### src/rtl/pill_fill_pkg.sv
// Shared encodings and helpers for the pill bottling sequencer.
// Imported by the controller and its BCD counters.
package pill_fill_pkg;

  typedef enum logic [2:0] {
    S_SETTING   = 3'd0,
    S_RUNNING   = 3'd1,
    S_SWITCHING = 3'd2,
    S_DONE      = 3'd3,
    S_ERROR     = 3'd4,
    S_FATAL     = 3'd5
  } state_t;

  localparam logic [1:0] ERR_NONE     = 2'd0;
  localparam logic [1:0] ERR_HOPPER   = 2'd1;
  localparam logic [1:0] ERR_CONVEYOR = 2'd2;

  localparam logic [1:0] BEEP_OFF  = 2'd0;
  localparam logic [1:0] BEEP_CONT = 2'd1;
  localparam logic [1:0] BEEP_SLOW = 2'd2;
  localparam logic [1:0] BEEP_FAST = 2'd3;

  function automatic logic bcd_digit_ok(input logic [3:0] d);
    return d <= 4'd9;
  endfunction

endpackage

### src/rtl/pill_fill_ctrl_bcd_counter.sv
// Multi-digit BCD up-counter with sync clear and a flag that
// tells whether the next increment would land on the compare value.
module bcd_counter
  import pill_fill_pkg::*;
#(
  parameter int DIGITS = 3
) (
  input  logic                clk_1khz,
  input  logic                clr,
  input  logic                sclr,
  input  logic                inc,
  input  logic [4*DIGITS-1:0] cmp,
  output logic [4*DIGITS-1:0] value,
  output logic                eq_next
);

  logic [4*DIGITS-1:0] nxt;
  logic                carry;

  always_comb begin
    nxt   = value;
    carry = 1'b1;
    for (int i = 0; i < DIGITS; i++) begin
      if (carry) begin
        if (value[4*i +: 4] == 4'd9) begin
          nxt[4*i +: 4] = 4'd0;
        end else begin
          nxt[4*i +: 4] = value[4*i +: 4] + 4'd1;
          carry = 1'b0;
        end
      end
    end
    eq_next = (nxt == cmp);
  end

  always_ff @(posedge clk_1khz) begin
    if (clr)       value <= '0;
    else if (sclr) value <= '0;
    else if (inc)  value <= nxt;
  end

endmodule

### src/rtl/pill_fill_ctrl.sv
// Pill bottling sequencer: counts pills/bottles in BCD, times the
// hopper and bottle switch, and reports error and beeper modes.
module pill_fill_ctrl
  import pill_fill_pkg::*;
#(
  parameter int PILL_DIGITS   = 3,
  parameter int BOTTLE_DIGITS = 2,
  parameter int TICKS_PER_SEC = 1000,
  parameter int SWITCH_SEC    = 2,
  parameter int HOPPER_SEC    = 3
) (
  input  logic                       clk_1khz,
  input  logic                       clr,
  input  logic                       pill_pulse,
  input  logic                       conveyor_ok,
  input  logic                       start,
  input  logic                       ack,
  input  logic                       emergency_stop,
  input  logic [4*PILL_DIGITS-1:0]   target_pills,
  input  logic [4*BOTTLE_DIGITS-1:0] target_bottles,
  output logic [2:0]                 state,
  output logic [4*PILL_DIGITS-1:0]   now_pills,
  output logic [4*BOTTLE_DIGITS-1:0] now_bottles,
  output logic [1:0]                 err_code,
  output logic [1:0]                 beep_mode
);

  localparam int PW = 4*PILL_DIGITS;
  localparam int BW = 4*BOTTLE_DIGITS;

  state_t          st, st_n;
  logic [1:0]      err_n, beep_n;
  logic [PW-1:0]   tgt_p;
  logic [BW-1:0]   tgt_b;
  logic [15:0]     secs, pre;
  logic            expire, tgt_ok, take;
  logic            ld_hop, ld_sw, latch;
  logic            p_inc, p_clr, p_eq;
  logic            b_inc, b_clr, b_eq;

  always_comb begin
    tgt_ok = (|target_pills) && (|target_bottles);
    for (int i = 0; i < PILL_DIGITS; i++)
      tgt_ok = tgt_ok && bcd_digit_ok(target_pills[4*i +: 4]);
    for (int i = 0; i < BOTTLE_DIGITS; i++)
      tgt_ok = tgt_ok && bcd_digit_ok(target_bottles[4*i +: 4]);
  end

  // One timer serves both dwell phases; they never overlap.
  always_ff @(posedge clk_1khz) begin
    if (clr) begin
      secs <= '0;
      pre  <= '0;
    end else if (ld_hop) begin
      secs <= 16'(HOPPER_SEC);
      pre  <= '0;
    end else if (ld_sw) begin
      secs <= 16'(SWITCH_SEC);
      pre  <= '0;
    end else if (secs != '0) begin
      if (pre == 16'(TICKS_PER_SEC-1)) begin
        pre  <= '0;
        secs <= secs - 16'd1;
      end else begin
        pre <= pre + 16'd1;
      end
    end
  end

  assign expire = (secs == 16'd1) &&
                  (pre == 16'(TICKS_PER_SEC-1));

  always_comb begin
    st_n   = st;
    err_n  = err_code;
    take   = 1'b0;
    latch  = 1'b0;
    ld_hop = 1'b0;
    ld_sw  = 1'b0;
    p_inc  = 1'b0;
    p_clr  = 1'b0;
    b_inc  = 1'b0;
    b_clr  = 1'b0;
    if (emergency_stop) begin
      st_n = S_FATAL;
    end else begin
      unique case (st)
        S_SETTING: if (start && tgt_ok) begin
          latch  = 1'b1;
          p_clr  = 1'b1;
          b_clr  = 1'b1;
          ld_hop = 1'b1;
          st_n   = S_RUNNING;
        end
        S_RUNNING: begin
          if (pill_pulse) take = 1'b1;
          else if (expire) begin
            st_n  = S_ERROR;
            err_n = ERR_HOPPER;
          end
        end
        S_SWITCHING: if (expire) begin
          if (conveyor_ok) begin
            p_clr  = 1'b1;
            ld_hop = 1'b1;
            st_n   = S_RUNNING;
          end else begin
            st_n  = S_ERROR;
            err_n = ERR_CONVEYOR;
          end
        end
        S_ERROR: begin
          if (err_code == ERR_HOPPER && pill_pulse) begin
            take  = 1'b1;
            err_n = ERR_NONE;
            st_n  = S_RUNNING;
          end else if (err_code == ERR_CONVEYOR && conveyor_ok) begin
            err_n  = ERR_NONE;
            p_clr  = 1'b1;
            ld_hop = 1'b1;
            st_n   = S_RUNNING;
          end
        end
        S_DONE: if (ack) st_n = S_SETTING;
        S_FATAL: if (ack) begin
          p_clr = 1'b1;
          b_clr = 1'b1;
          err_n = ERR_NONE;
          st_n  = S_SETTING;
        end
        default: st_n = S_SETTING;
      endcase
    end
    if (take) begin
      p_inc  = 1'b1;
      ld_hop = 1'b1;
      if (p_eq) begin
        b_inc = 1'b1;
        if (b_eq) begin
          st_n = S_DONE;
        end else begin
          ld_hop = 1'b0;
          ld_sw  = 1'b1;
          st_n   = S_SWITCHING;
        end
      end
    end
  end

  always_comb begin
    beep_n = BEEP_OFF;
    unique case (st_n)
      S_DONE:  beep_n = BEEP_CONT;
      S_ERROR: beep_n = BEEP_SLOW;
      S_FATAL: beep_n = BEEP_FAST;
      default: beep_n = BEEP_OFF;
    endcase
  end

  always_ff @(posedge clk_1khz) begin
    if (clr) begin
      st        <= S_SETTING;
      err_code  <= ERR_NONE;
      beep_mode <= BEEP_OFF;
      tgt_p     <= '0;
      tgt_b     <= '0;
    end else begin
      st        <= st_n;
      err_code  <= err_n;
      beep_mode <= beep_n;
      if (latch) begin
        tgt_p <= target_pills;
        tgt_b <= target_bottles;
      end
    end
  end

  assign state = st;

  bcd_counter #(.DIGITS(PILL_DIGITS)) u_pills (
    .clk_1khz (clk_1khz),
    .clr      (clr),
    .sclr     (p_clr),
    .inc      (p_inc),
    .cmp      (tgt_p),
    .value    (now_pills),
    .eq_next  (p_eq)
  );

  bcd_counter #(.DIGITS(BOTTLE_DIGITS)) u_bottles (
    .clk_1khz (clk_1khz),
    .clr      (clr),
    .sclr     (b_clr),
    .inc      (b_inc),
    .cmp      (tgt_b),
    .value    (now_bottles),
    .eq_next  (b_eq)
  );

endmodule

### config.mk
export PLATFORM = sky130hd
export DESIGN_NAME = pill_fill_ctrl
export DESIGN_NICKNAME = d
export VERILOG_FILES = /design/src/rtl/pill_fill_pkg.sv /design/src/rtl/pill_fill_ctrl_bcd_counter.sv /design/src/rtl/pill_fill_ctrl.sv
export SDC_FILE = /design/constraint.sdc
export NUM_CORES = 1
export LEC_CHECK = 0
export ABC_AREA = 1
export BUFFER_PORTS_ARGS = -buffer_cell sky130_fd_sc_hd__buf_2
export CAP_MARGIN = 20
export CORE_ASPECT_RATIO = 1.5
export CORE_MARGIN = 8
export CORE_UTILIZATION = 44
export DETAILED_ROUTE_END_ITERATION = 16
export GPL_ROUTABILITY_DRIVEN = 0
export PLACE_DENSITY = 0.66
export SLEW_MARGIN = 20
export SYNTH_ARGS = -nofsm -noshare
export SYNTH_HDL_FRONTEND = slang
export SYNTH_SLANG_ARGS = --single-unit
### constraint.sdc
create_clock -name clk_1khz -period 5.54 [get_ports clk_1khz]
set_input_delay 1.108 -clock clk_1khz [delete_from_list [all_inputs] [get_ports clk_1khz]]
set_output_delay 1.108 -clock clk_1khz [all_outputs]
set_load 0.1 [all_outputs]
# After elaboration in Yosys (flattened, before gate mapping)
# Index checks and enable logic that the tools add are counted.
# totals
wordCells	138
regBits	79
out_inout_bits	27
inputBits	27
# classes
n_mux	66
reduce_logical	24
n_bitwise	1
addsub	7
eq_ne	25
order_cmp	5
# ops
op	count
2-to-1 mux 3 bit	11
2-to-1 mux 4 bit	8
2-to-1 mux 1 bit	28
2-to-1 mux 2 bit	11
adder 4 x 1 -> 4 bit (second input constant)	5
equality test 4 bit (second input constant)	5
less-or-equal comparator 4 bit (second input constant)	5
adder 16 x 1 -> 16 bit (second input constant)	1
equality test 16 x 1 -> 1 bit (second input constant)	1
equality test 16 x 10 -> 1 bit (second input constant)	1
2-to-1 mux 16 bit	1
nonzero test 16 bit	1
subtractor 16 x 1 -> 16 bit (second input constant)	1
case mux 3 bit (5 select lines)	1
equality test 12 bit	1
equality test 3 bit (second input constant)	4
OR reduction 12 bit	1
logical AND 1 bit	10
inequality test 2 bit (second input constant)	5
equality test 3 x 2 -> 1 bit (second input constant)	3
equality test 8 bit	1
case mux 2 bit (4 select lines)	1
AND reduction 8 bit	1
OR reduction 8 bit	1
other kinds (15)	20

# Longest topological paths before layout
# Gate-level depths: netlist of the first run.
# depth
depth_word	15
depth_mapped	17
ltp_nobuf	16

# Modules after synthesis
# Synthesis of the first run repeated with hierarchy kept, for this count alone.
# unflattened
cells_unflattened	788
hier_area_um2	5029.8
# modules_own_cells
mod	seq_area_each_um2	instances	cells_per_inst	area_per_inst_um2
pill_fill_ctrl	1181.1	1	516	3364.5
bcd_counter at u_pills	240.2	1	164	1011.0
bcd_counter at u_bottles	160.2	1	108	654.4

# Worst setup path after synthesis of the first run
# OpenSTA, ideal clock, no wires.
# synth_path
path_type	register -> register
start	register u_pills.value[0]
end	register u_bottles.value[3]
path_buffers	1
path_stages_with_launch	17
setup_slack_ns	3.049
t_arrival_ns	2.374
t_required_ns	5.423
synth_period_minus_slack_ns	2.491
setup_ns	0.117
path_cell_list	dfxtp_1 buf_4 nand2_2 nor2_4 nand2_2 nand2_1 nand2_1 nand2_1 nand2_1 nor2_1 nand2_1 nor2_4 nand2_4 clkinv_4 nand2_1 nand2_1 nor2_1
# synth_via
elab_chain_cells	7
word_cells_on_any_way	10
cone_classes	1 x add/sub; 2 x eq/ne; 7 x mux
# synth_lines
element	line	source
start: declaration	pill_fill_ctrl_bcd_counter.sv:13	output logic [4*DIGITS-1:0] value,
start signal: assignment	pill_fill_ctrl_bcd_counter.sv:39	else if (inc) value <= nxt;
equality test 4 bit	pill_fill_ctrl_bcd_counter.sv:25	if (value[4*i +: 4] == 4'd9) begin
2-to-1 mux 1 bit	pill_fill_ctrl_bcd_counter.sv:25	
2-to-1 mux 1 bit	pill_fill_ctrl_bcd_counter.sv:24	if (carry) begin
2-to-1 mux 4 bit	pill_fill_ctrl_bcd_counter.sv:24	
equality test 12 bit (*)	pill_fill_ctrl_bcd_counter.sv:33	eq_next = (nxt == cmp);
2-to-1 mux 1 bit (*)	pill_fill_ctrl.sv:137	if (p_eq) begin
2-to-1 mux 1 bit (*)	pill_fill_ctrl.sv:134	if (take) begin
end signal: assignment	pill_fill_ctrl_bcd_counter.sv:39	
end: declaration	pill_fill_ctrl_bcd_counter.sv:13	
# Mark *: on every way between the ends. The rest lies on a longest branch, timed or not.
# A chain may end at the register's enable or synchronous reset.

# Final worst setup path of the first run
# layout_path
start	input target_bottles[5]
end	register tgt_b[1]
# layout_via
elab_chain_cells	11
word_cells_on_any_way	12
cone_classes	1 x order compare; 3 x mux; 8 x reduce/logical
# layout_lines
element	line	source
start: declaration	pill_fill_ctrl.sv:20	input logic [4*BOTTLE_DIGITS-1:0] target_bottles,
OR reduction 8 bit	pill_fill_ctrl.sv:42	tgt_ok = (|target_pills) && (|target_bottles);
logical AND 1 bit	pill_fill_ctrl.sv:42	
logical AND 1 bit (3 in series)	pill_fill_ctrl.sv:44	tgt_ok = tgt_ok && bcd_digit_ok(target_pills[4*i +: 4]);
logical AND 1 bit	pill_fill_ctrl.sv:46	tgt_ok = tgt_ok && bcd_digit_ok(target_bottles[4*i +: 4]);
logical AND 1 bit (*)	pill_fill_ctrl.sv:46	
logical AND 1 bit (*)	pill_fill_ctrl.sv:88	S_SETTING: if (start && tgt_ok) begin
2-to-1 mux 1 bit (*)	pill_fill_ctrl.sv:88	
2-to-1 mux 1 bit (*)	pill_fill_ctrl.sv:87	unique case (st)
2-to-1 mux 1 bit (*)	pill_fill_ctrl.sv:84	if (emergency_stop) begin
end signal: assignment	pill_fill_ctrl.sv:173	tgt_b <= target_bottles;
end: declaration	pill_fill_ctrl.sv:34	logic [BW-1:0] tgt_b;
# Marks and branches as above.

==> run metrics, run 1 <==
Tot Pwr=1.38 mW; utilization after layout=51.5%; vias in the first global route=4696; clock slew at reported path FFs=0.06 ns; Core Rows=46; final hold slack=0.475 ns; largest net degree at the start of global routing=32; clock sink total=79; Final nets=823; worst hold path type=flop to flop; Worst Setup SP=target_bottles[5]; worst setup path category=input port to flop; post-synth cell types=37; Final HPWL DP=9.46 mm; area grow syn2layout=14.6%; Die Area=14300 um2; chip width=100 um; RSZ-0062 raised after global routing=false; R2R depth=10; most frequent cell after synthesis=nand2_1; via count=4869; Core Area=10500 um2; Die Ht=143 um; number of antenna cells inserted=0; synthesized area=4700 um2; hold buffers post-CTS=0; Area after DPL=5060 um2; Worst IR Drop VDD=0.152 mV; critical path's slowest cell=inv_1; Crit path max-delay family=simple AND/OR/NAND/NOR gates; setup violators final=0; first-pass GRT wire length=20.9 mm; hold path depth=2; H-tree Lvls=3; Final Cell Area=5390 um2; synthesized flop and latch total=79; Final Cycle Share=50.7%; max-slew violation count=0; final hold viol count=0; CTS tree=yes; first-iteration detailed-routing DRC count=220; ys async rst share=0%; final wirelength=12.2 mm; TritonCTS buffer count=9; ys flop type=dfxtp_1; r2r setup slk=3.10 ns; startpoint types=input port; gr ovfl total=0; DR WL/cell=13.0 um; Post-Place Worst Slack=2.35 ns; post-synth top area share=33.6%; highest clock rate=356 MHz; maximum root-to-sink buffer count=2; dpl cells=925; sequential fraction of the synthesis area=33.6%; Slew @ Worst Pin=0.745 ns; area leader, netlist=dfxtp_1; Cells after Synth=744; io pins=54; via-per-instance ratio=5.17; Post-Layout Cell Count=941; initial antenna violation count=1; Post-CTS Setup Inserts=0; worst hold endpoint=tgt_p[10]$_SDFFE_PP0P_; PostCTS Resize Cnt=0; Clock Skew=0.00846 ns; port buffer count=53; P per Cell Area=256 nW/um2; Antenna Nets Post-Route=0; Syn Area/Cell=6.32 um2; CP Capture Type=flop; crit path DAT=3.00 ns; WP data required=5.73 ns; number of flops mapped to enable cells by yosys=0; Clk Latency, worst-skew pair=0.34 ns; Starting Density=44.9%; commonest cells in the synthesized netlist=187 x nand2_1, 111 x nor2_1, 79 x dfxtp_1, 75 x inv_1, 61 x nand3_1; crit-path cells=buf_2 > o21ai_0 > nand2_1 > nor2_1 > nand3_1 > nor2_1 > inv_1 > o21ai_0 > a21oi_1; FF-to-FF Start=state[2]$_SDFF_PP0_; worst setup margin=2.73 ns; gr usage total=17.9%; hold_sp=tgt_p[10]$_SDFFE_PP0P_; status=complete, no violations; Max Cap Viol=0; Reg-to-Reg End=tgt_b[1]$_SDFFE_PP0P_; Root Buffer=clkbuf_16; Detailed Routing Iterations Pass 1=5; Final min period=2.81 ns; Slew headroom=50.3%; leakage power=2.39 nW; max incr delay on CP=0.51 ns; Sum Neg Setup Slack=0 ns; share of cells above drive strength 1=13.3%; CP bufs+invs=2; DRC violations left=0; Synth area leaders=dfxtp_1 34%, nand2_1 15%, nor2_1 8.9%; post-synth net total=775; largest fanout on the critical path=31; Ys Warns=0
==> worst reg2reg max path, delay by kind of cell, from the launching register on <==
| family | cells | cell delay [ns] |
|---|---|---|
| DFF | 1 | 0.38 |
| AOI/OAI and AO/OA | 2 | 0.37 |
| and+or+nand+nor | 6 | 0.93 |
| buffers and inverters | 2 | 0.62 |
==> registers in the layout, summed over array words and instances (netlist names) <==
register         count
state                3
pre                 16
tgt_b                8
u_bottles.value      8
err_code             2
secs                16
beep_mode            2
tgt_p               12
u_pills.value       12
==> how the worst max path moves through the flow <==
stage / cells after the start / slack (ns) / end
floorplan: 16 / 3.05 / u_bottles.value[3]$_SDFFE_PP0P_
global placement: 9 / 2.45 / tgt_p[5]$_SDFFE_PP0P_
detailed placement: 9 / 2.35 / tgt_b[4]$_SDFFE_PP0P_
CTS: 9 / 2.71 / tgt_b[4]$_SDFFE_PP0P_
global route: 9 / 2.42 / tgt_b[7]$_SDFFE_PP0P_
finish: 9 / 2.73 / tgt_b[1]$_SDFFE_PP0P_
==> layout by cell type, fill, tap and decap left out, drive strengths merged, types with 3 or more instances in the layout <==
cell type    n
a211oi       5
a21oi       54
buf         53
clkbuf      11
clkinv       3
dfxtp       79
ha           4
inv         83
nand2      198
nand3       63
nand3b       8
nand4       16
nor2       123
nor3        18
nor4         7
o21ai       47
xor2        12
==> cells by family (layout without fill, tap and decap cells) <==
| kind of cell | Yosys count | after routing | synth area share, % |
|---|---|---|---|
| simple gates | 439 | 439 | 41.8 |
| compound gates | 109 | 109 | 12.2 |
| buf+inv | 99 | 152 | 8.73 |
| flops | 79 | 79 | 33.6 |
| xor+xnor | 14 | 14 | 2.61 |
| fa+ha+maj | 4 | 4 | 1.06 |
==> power by group <==
part / total [mW] / internal, mW / leakage (nW) / switching, mW
combinational: 0.143 / 0.0386 / 1.59 / 0.105
clock: 0.652 / 0.419 / 0.166 / 0.233
sequential: 0.586 / 0.577 / 0.638 / 0.00887
==> per-layer routing <==
metal  GRT usage [%]  up-vias  routed length [um]
met2            31.5      118                6180
li1                -     2518                   -
met3            3.95       27                 528
met4            8.88        2                 337
met5               0        -                   8
met1            19.6     2204                5140
==> final cells by class <==
class                           instances  area [um2]
Clock buffer                           11         253
Inverter                               83         322
Multi-Input combinational cell        566        2710
Sequential cell                        79        1580
Fill cell                            1100        5080
Timing Repair Buffer                   53         265
Tap cell                              144         180
Clock inverter                          5        78.8
No activity file was read; power rests on OpenSTA's default activity.
==> run 2, diff against run 1 <==
--- a/config.mk
+++ b/config.mk
@@ -13,7 +13,7 @@
 export CORE_UTILIZATION = 44
 export DETAILED_ROUTE_END_ITERATION = 16
 export GPL_ROUTABILITY_DRIVEN = 0
-export PLACE_DENSITY = 0.66
+export PLACE_DENSITY = 0.68
 export SLEW_MARGIN = 20
 export SYNTH_ARGS = -nofsm -noshare
 export SYNTH_HDL_FRONTEND = slang
==> constraint.sdc (replaced) <==
create_clock -name clk_1khz -period 2.3 [get_ports clk_1khz]
set_input_delay 0.46 -clock clk_1khz [delete_from_list [all_inputs] [get_ports clk_1khz]]
set_output_delay 0.46 -clock clk_1khz [all_outputs]
set_load 0.1 [all_outputs]
==> run metrics, run 2 (synthesized netlist as in run 1, its figures left out) <==
status=complete, no violations (unchanged); largest net degree at the start of global routing=32 (unchanged); Detailed Routing Iterations Pass 1=5 (unchanged); Final min period=2.08 ns; Post-Layout Cell Count=948 (was 941); final wirelength=12.3 mm (was 12.2 mm); final hold viol count=0 (unchanged); Die Area=14300 um2 (unchanged); Post-Place Worst Slack=0.0740 ns (was 2.35 ns); clock slew at reported path FFs=0.06 ns (about the same); Worst IR Drop VDD=0.379 mV (was 0.152 mV); chip width=100 um (unchanged); Sequential Power Share=42.9% (was 42.4%); sw frac=25.9% (was 25.1%); Root Buffer=clkbuf_16 (unchanged); Final Cycle Share=90.6%; highest clock rate=480 MHz; Antenna Nets Post-Route=0 (unchanged); worst setup path category=flop to flop (was input port to flop); Slew @ Worst Pin=0.739 ns (was 0.745 ns); H-tree Lvls=3 (unchanged); maximum root-to-sink buffer count=2 (unchanged); critical path's slowest cell=dfxtp_1 (was inv_1); RSZ-0062 raised after global routing=false (unchanged); Sum Neg Setup Slack=0 ns (unchanged); io pins=54 (unchanged); P per Cell Area=602 nW/um2 (was 256 nW/um2); leakage power=2.42 nW (was 2.39 nW); port buffer count=53 (unchanged); area grow syn2layout=16.2% (was 14.6%); TritonCTS buffer count=9 (unchanged); utilization after layout=52.2% (was 51.5%); Final Cell Area=5460 um2 (was 5390 um2); DR WL/cell=12.9 um (was 13.0 um); setup violators final=0 (unchanged); first-iteration detailed-routing DRC count=254 (was 220); clock sink total=79 (unchanged); Slew headroom=50.7% (was 50.3%); CTS tree=yes (unchanged); most frequent cells in the layout=185 x nand2_1, 111 x nor2_1, 75 x inv_1 (was 187 x nand2_1, 111 x nor2_1, 79 x dfxtp_1); Core Area=10500 um2 (unchanged); initial antenna violation count=0 (was 1); dpl cells=932 (was 925); Area after DPL=5140 um2 (was 5060 um2); startpoint types=flop (was input port); crit-path cells=ha_1 > nand2_1 > inv_1 > nand2_1 > nor2_1 > nand2_2 > nor2_4 > nand3_1 > nand2_1 > nand2_2 > nand3_2 > buf_12 > nor3_1 (was buf_2 > o21ai_0 > nand2_1 > nor2_1 > nand3_1 > nor2_1 > inv_1 > o21ai_0 > a21oi_1); WP data required=2.52 ns (was 5.73 ns); vias in the first global route=4570 (was 4696); crit path DAT=2.31 ns (was 3.00 ns); Die Ht=143 um (unchanged); Starting Density=44.9% (unchanged); commonest non-fill, non-tap cell in the layout=nand2_1 (unchanged); share of cells above drive strength 1=15.7% (was 13.3%); first-pass GRT wire length=20.5 mm (was 20.9 mm); DRC violations left=0 (unchanged); max-slew violation count=0 (unchanged); Comb pwr share=10.8% (was 10.4%); Final nets=830 (was 823); P_int=2.44 mW (was 1.03 mW); power share of the clock group=46.2% (was 47.2%); Clock Skew=0.00351 ns (was 0.00846 ns); max incr delay on CP=0.38 ns (was 0.51 ns); Core Rows=46 (unchanged); largest fanout on the critical path=30 (was 31); NetSw=0.851 mW (was 0.347 mW); Worst path most repeated cell=nand2_1; via count=4894 (was 4869); via-per-instance ratio=5.16 (was 5.17); Final HPWL DP=9.59 mm (was 9.46 mm); Regs by FF count=pre (16), secs (16) (unchanged); Max Cap Viol=0 (unchanged); worst setup margin=0.217 ns (was 2.73 ns); Clk Latency, worst-skew pair=0.34 ns (about the same); gr ovfl total=0 (unchanged); worst hold path type=input port to flop (was flop to flop); number of antenna cells inserted=0 (unchanged); CP Capture Type=flop (unchanged); gr usage total=17.5% (was 17.9%)
run 2: power groups by stage:
| stage | combinational (mW) | clock, mW | sequential [mW] |
|---|---|---|---|
| final | 0.357 | 1.52 | 1.41 |
| after global routing | 0.392 | 1.61 | 1.41 |
| after CTS | 0.358 | 1.56 | 1.41 |
| after detailed placement | 0.357 | 0 | 1.44 |
| after global placement | 0.351 | 0 | 1.44 |
| after floorplan | 0.188 | 0 | 1.52 |
run 2: what timing repair did:
action | in CTS | in global routing
endpoints found under the hold margin | 0 | 0
setup endpoints to repair | 0 | 42
hold buffers | 0 | 0
gates resized for setup | 0 | 3
buffers inserted | 0 | 0
run 2: worst paths after layout:
path	startpoint	end	slack, ns	cells after the start
worst max-delay path	pre[0]$_SDFFE_PP0N_	pre[13]$_SDFFE_PP0N_	0.22	13
worst min-delay path	target_bottles[0]	tgt_b[0]$_SDFFE_PP0P_	0.38	3
worst max register to register	pre[0]$_SDFFE_PP0N_	pre[13]$_SDFFE_PP0N_	0.22	13
worst min register to register	tgt_b[5]$_SDFFE_PP0P_	tgt_b[5]$_SDFFE_PP0P_	0.47	2
run 2: through the flow:
step | total power [mW] | hold WS [ns]
after global routing | 3.42 | 0.383
after detailed placement | 1.80 | 0.466
after floorplan | 1.70 | 0.444
after global placement | 1.79 | 0.470
after CTS | 3.33 | 0.370
final | 3.29 | 0.379
run 2: worst max-delay path, delay by kind of cell, from the launching register on:
kind	cells	cell delay, ns
buf+inv	2	0.26
fa+ha+maj	1	0.23
flops	1	0.38
simple gates	10	1.08
run 2: layout make-up:
class / count / area [um2]
clock inverter: 6 / 85.1
timing repair buffer: 60 / 330
tap: 144 / 180
multi-input combinational: 566 / 2720
inverter: 83 / 322
sequential: 79 / 1600
fill: 1063 / 5010
clock buffer: 10 / 229
run 2: routing by layer:
| layer | global-route usage [%] | vias to the layer above | wire [um] |
|---|---|---|---|
| li1 | - | 2531 | - |
| met3 | 4.39 | 22 | 559 |
| met1 | 19.5 | 2212 | 5200 |
| met5 | 0 | - | 0 |
| met4 | 7.04 | 0 | 245 |
| met2 | 30.7 | 129 | 6270 |
==> run 3, diff against run 2 <==
--- a/config.mk
+++ b/config.mk
@@ -13,7 +13,7 @@
 export CORE_UTILIZATION = 44
 export DETAILED_ROUTE_END_ITERATION = 16
 export GPL_ROUTABILITY_DRIVEN = 0
-export PLACE_DENSITY = 0.68
+export PLACE_DENSITY = 0.66
 export SLEW_MARGIN = 20
 export SYNTH_ARGS = -nofsm -noshare
 export SYNTH_HDL_FRONTEND = slang
==> constraint.sdc (replaced) <==
create_clock -name clk_1khz -period 2.4 [get_ports clk_1khz]
set_input_delay 0.48 -clock clk_1khz [delete_from_list [all_inputs] [get_ports clk_1khz]]
set_output_delay 0.48 -clock clk_1khz [all_outputs]
set_load 0.1 [all_outputs]
==> run metrics, run 3 (synthesized netlist as in run 1, its figures left out) <==
Final min period=2.11 ns (was 2.08 ns); Final Cell Area=5430 um2 (was 5460 um2); final hold viol count=0 (unchanged); P per Cell Area=564 nW/um2 (was 602 nW/um2); largest fanout on the critical path=30 (unchanged); max-slew violation count=0 (unchanged); Regs by FF count=pre (16), secs (16) (unchanged); gr usage total=17.8% (was 17.5%); gr ovfl total=0 (unchanged); FF-to-FF Start=pre[0]$_SDFFE_PP0N_ (unchanged); crit path DAT=2.33 ns (was 2.31 ns); Max Cap Viol=0 (unchanged); Worst IR Drop VDD=0.406 mV (was 0.379 mV); DR WL/cell=12.8 um (was 12.9 um); Crit path max-delay family=simple AND/OR/NAND/NOR gates (unchanged); hold_sp=target_pills[8] (was target_bottles[0]); H-tree Lvls=3 (unchanged); Post-Layout Cell Count=948 (unchanged); clock sink total=79 (unchanged); worst setup path category=flop to flop (unchanged); io pins=54 (unchanged); Detailed Routing Iterations Pass 1=5 (unchanged); Root Buffer=clkbuf_16 (unchanged); sw frac=26.0% (was 25.9%); power share of the clock group=44.6% (was 46.2%); Worst path most repeated cell=nand2_1 (unchanged); vias in the first global route=4674 (was 4570); CP Capture Type=flop (unchanged); Final Cycle Share=87.9% (was 90.6%); via-per-instance ratio=5.13 (was 5.16); CTS tree=yes (unchanged); port buffer count=53 (unchanged); maximum root-to-sink buffer count=2 (unchanged); max incr delay on CP=0.38 ns (about the same); Sum Neg Setup Slack=0 ns (unchanged); worst hold endpoint=tgt_p[8]$_SDFFE_PP0P_ (was tgt_b[0]$_SDFFE_PP0P_); Final HPWL DP=9.51 mm (was 9.59 mm); RSZ-0062 raised after global routing=false (unchanged); number of antenna cells inserted=0 (unchanged); TritonCTS buffer count=9 (unchanged); Clk Latency, worst-skew pair=0.34 ns (about the same); R2R depth=13 (unchanged); most frequent cells in the layout=186 x nand2_1, 111 x nor2_1, 75 x inv_1 (was 185 x nand2_1, 111 x nor2_1, 75 x inv_1); dpl cells=932 (unchanged); initial antenna violation count=0 (unchanged); hold buffers post-CTS=0 (unchanged); largest net degree at the start of global routing=32 (unchanged); status=complete, no violations (unchanged); # fillers=1099 (was 1063); Core Rows=46 (unchanged); Slew @ Worst Pin=0.732 ns (was 0.739 ns); Clock Skew=0.00637 ns (was 0.00351 ns); final hold slack=0.387 ns (was 0.379 ns); hold path depth=3 (unchanged); final wirelength=12.2 mm (was 12.3 mm); clock slew at reported path FFs=0.06 ns (about the same); P_int=2.26 mW (was 2.44 mW); r2r setup slk=0.29 ns (was 0.22 ns); Antenna Nets Post-Route=0 (unchanged); CP bufs+invs=2 (unchanged); via count=4867 (was 4894); leakage power=2.41 nW (was 2.42 nW); area grow syn2layout=15.4% (was 16.2%); share of cells above drive strength 1=14.4% (was 15.7%); Slew headroom=51.2% (was 50.7%); critical path's slowest cell=dfxtp_1 (unchanged); setup violators final=0 (unchanged); Final nets=830 (unchanged); Starting Density=44.9% (unchanged); Comb pwr share=11.2% (was 10.8%); Reg-to-Reg End=pre[13]$_SDFFE_PP0N_ (unchanged); NetSw=0.796 mW (was 0.851 mW); startpoint types=flop (unchanged); first-iteration detailed-routing DRC count=219 (was 254); Post-CTS Setup Inserts=0 (unchanged); DRC violations left=0 (unchanged); WP data required=2.62 ns (was 2.52 ns); Sequential Power Share=44.2% (was 42.9%); first-pass GRT wire length=20.7 mm (was 20.5 mm); crit-path cells=ha_1 > nand2_1 > inv_1 > nand2_1 > nor2_1 > nand2_1 > nor2_2 > nand3_1 > nand2_1 > nand2_2 > nand3_2 > buf_12 > nor3_1 (was ha_1 > nand2_1 > inv_1 > nand2_1 > nor2_1 > nand2_2 > nor2_4 > nand3_1 > nand2_1 > nand2_2 > nand3_2 > buf_12 > nor3_1); chip width=100 um (unchanged); Die Ht=143 um (unchanged); highest clock rate=474 MHz (was 480 MHz); worst hold path type=input port to flop (unchanged); Core Area=10500 um2 (unchanged); commonest non-fill, non-tap cell in the layout=nand2_1 (unchanged); utilization after layout=51.8% (was 52.2%); Area after DPL=5130 um2 (was 5140 um2); Die Area=14300 um2 (unchanged)
## run 3: area by class of cell
cell class                 count  area [um2]  share of cell area (%)
clock inverter                 3        42.5                   0.784
clock buffer                  13         250                    4.61
multi-input combinational    566        2710                    50.0
timing repair buffer          60         330                    6.09
tap                          144         180                    3.32
sequential                    79        1590                    29.3
inverter                      83         322                    5.93
## run 3: worst max path at each step
stage,startpoint,end,slack [ns],cells after the start
floorplan,u_bottles.value[0]$_SDFFE_PP0P_,beep_mode[0]$_SDFF_PP0_,0.02,13
global placement,pre[0]$_SDFFE_PP0N_,u_pills.value[10]$_SDFFE_PP0P_,0.21,12
detailed placement,pre[0]$_SDFFE_PP0N_,u_pills.value[5]$_SDFFE_PP0P_,0.22,12
CTS,pre[0]$_SDFFE_PP0N_,u_pills.value[10]$_SDFFE_PP0P_,0.17,12
global route,pre[0]$_SDFFE_PP0N_,pre[13]$_SDFFE_PP0N_,0.05,13
finish,pre[0]$_SDFFE_PP0N_,pre[13]$_SDFFE_PP0N_,0.29,13
## run 3: what timing repair did
item / in CTS / in global routing
setup endpoints to repair: 0 / 12
hold endpoints to repair: 0 / 0
gates resized for setup: 0 / 1
## run 3: metal layers
layer	global-route usage, %	vias to the layer above	routed length, um
met1	19.7	2221	5300
met3	3.36	19	405
met5	0	-	0
met4	8.48	0	254
met2	31.9	93	6220
li1	-	2534	-
## run 3: worst register-to-register path, stage by stage (launching register included)
cell,delay [ns]
dfxtp_1,0.38
ha_1,0.23
nand2_1,0.09
inv_1,0.07
nand2_1,0.05
nor2_1,0.12
nand2_1,0.15
nor2_2,0.19
nand3_1,0.10
nand2_1,0.12
nand2_2,0.11
nand3_2,0.11
buf_12,0.19
nor3_1,0.08
## run 3: per-stage QoR
stage                     worst slack, ns  power (mW)
after floorplan                    0.0248        1.63
after global placement              0.207        1.72
after detailed placement            0.220        1.73
after CTS                           0.170        3.09
after global routing               0.0528        3.18
final                               0.290        3.06
## run 3: power by group through the flow
| stage | logic [mW] | clock network, mW | registers, mW |
|---|---|---|---|
| floorplan | 0.180 | 0 | 1.45 |
| global placement | 0.339 | 0 | 1.38 |
| detailed placement | 0.344 | 0 | 1.38 |
| CTS | 0.345 | 1.39 | 1.35 |
| global route | 0.378 | 1.45 | 1.35 |
| finish | 0.344 | 1.36 | 1.35 |
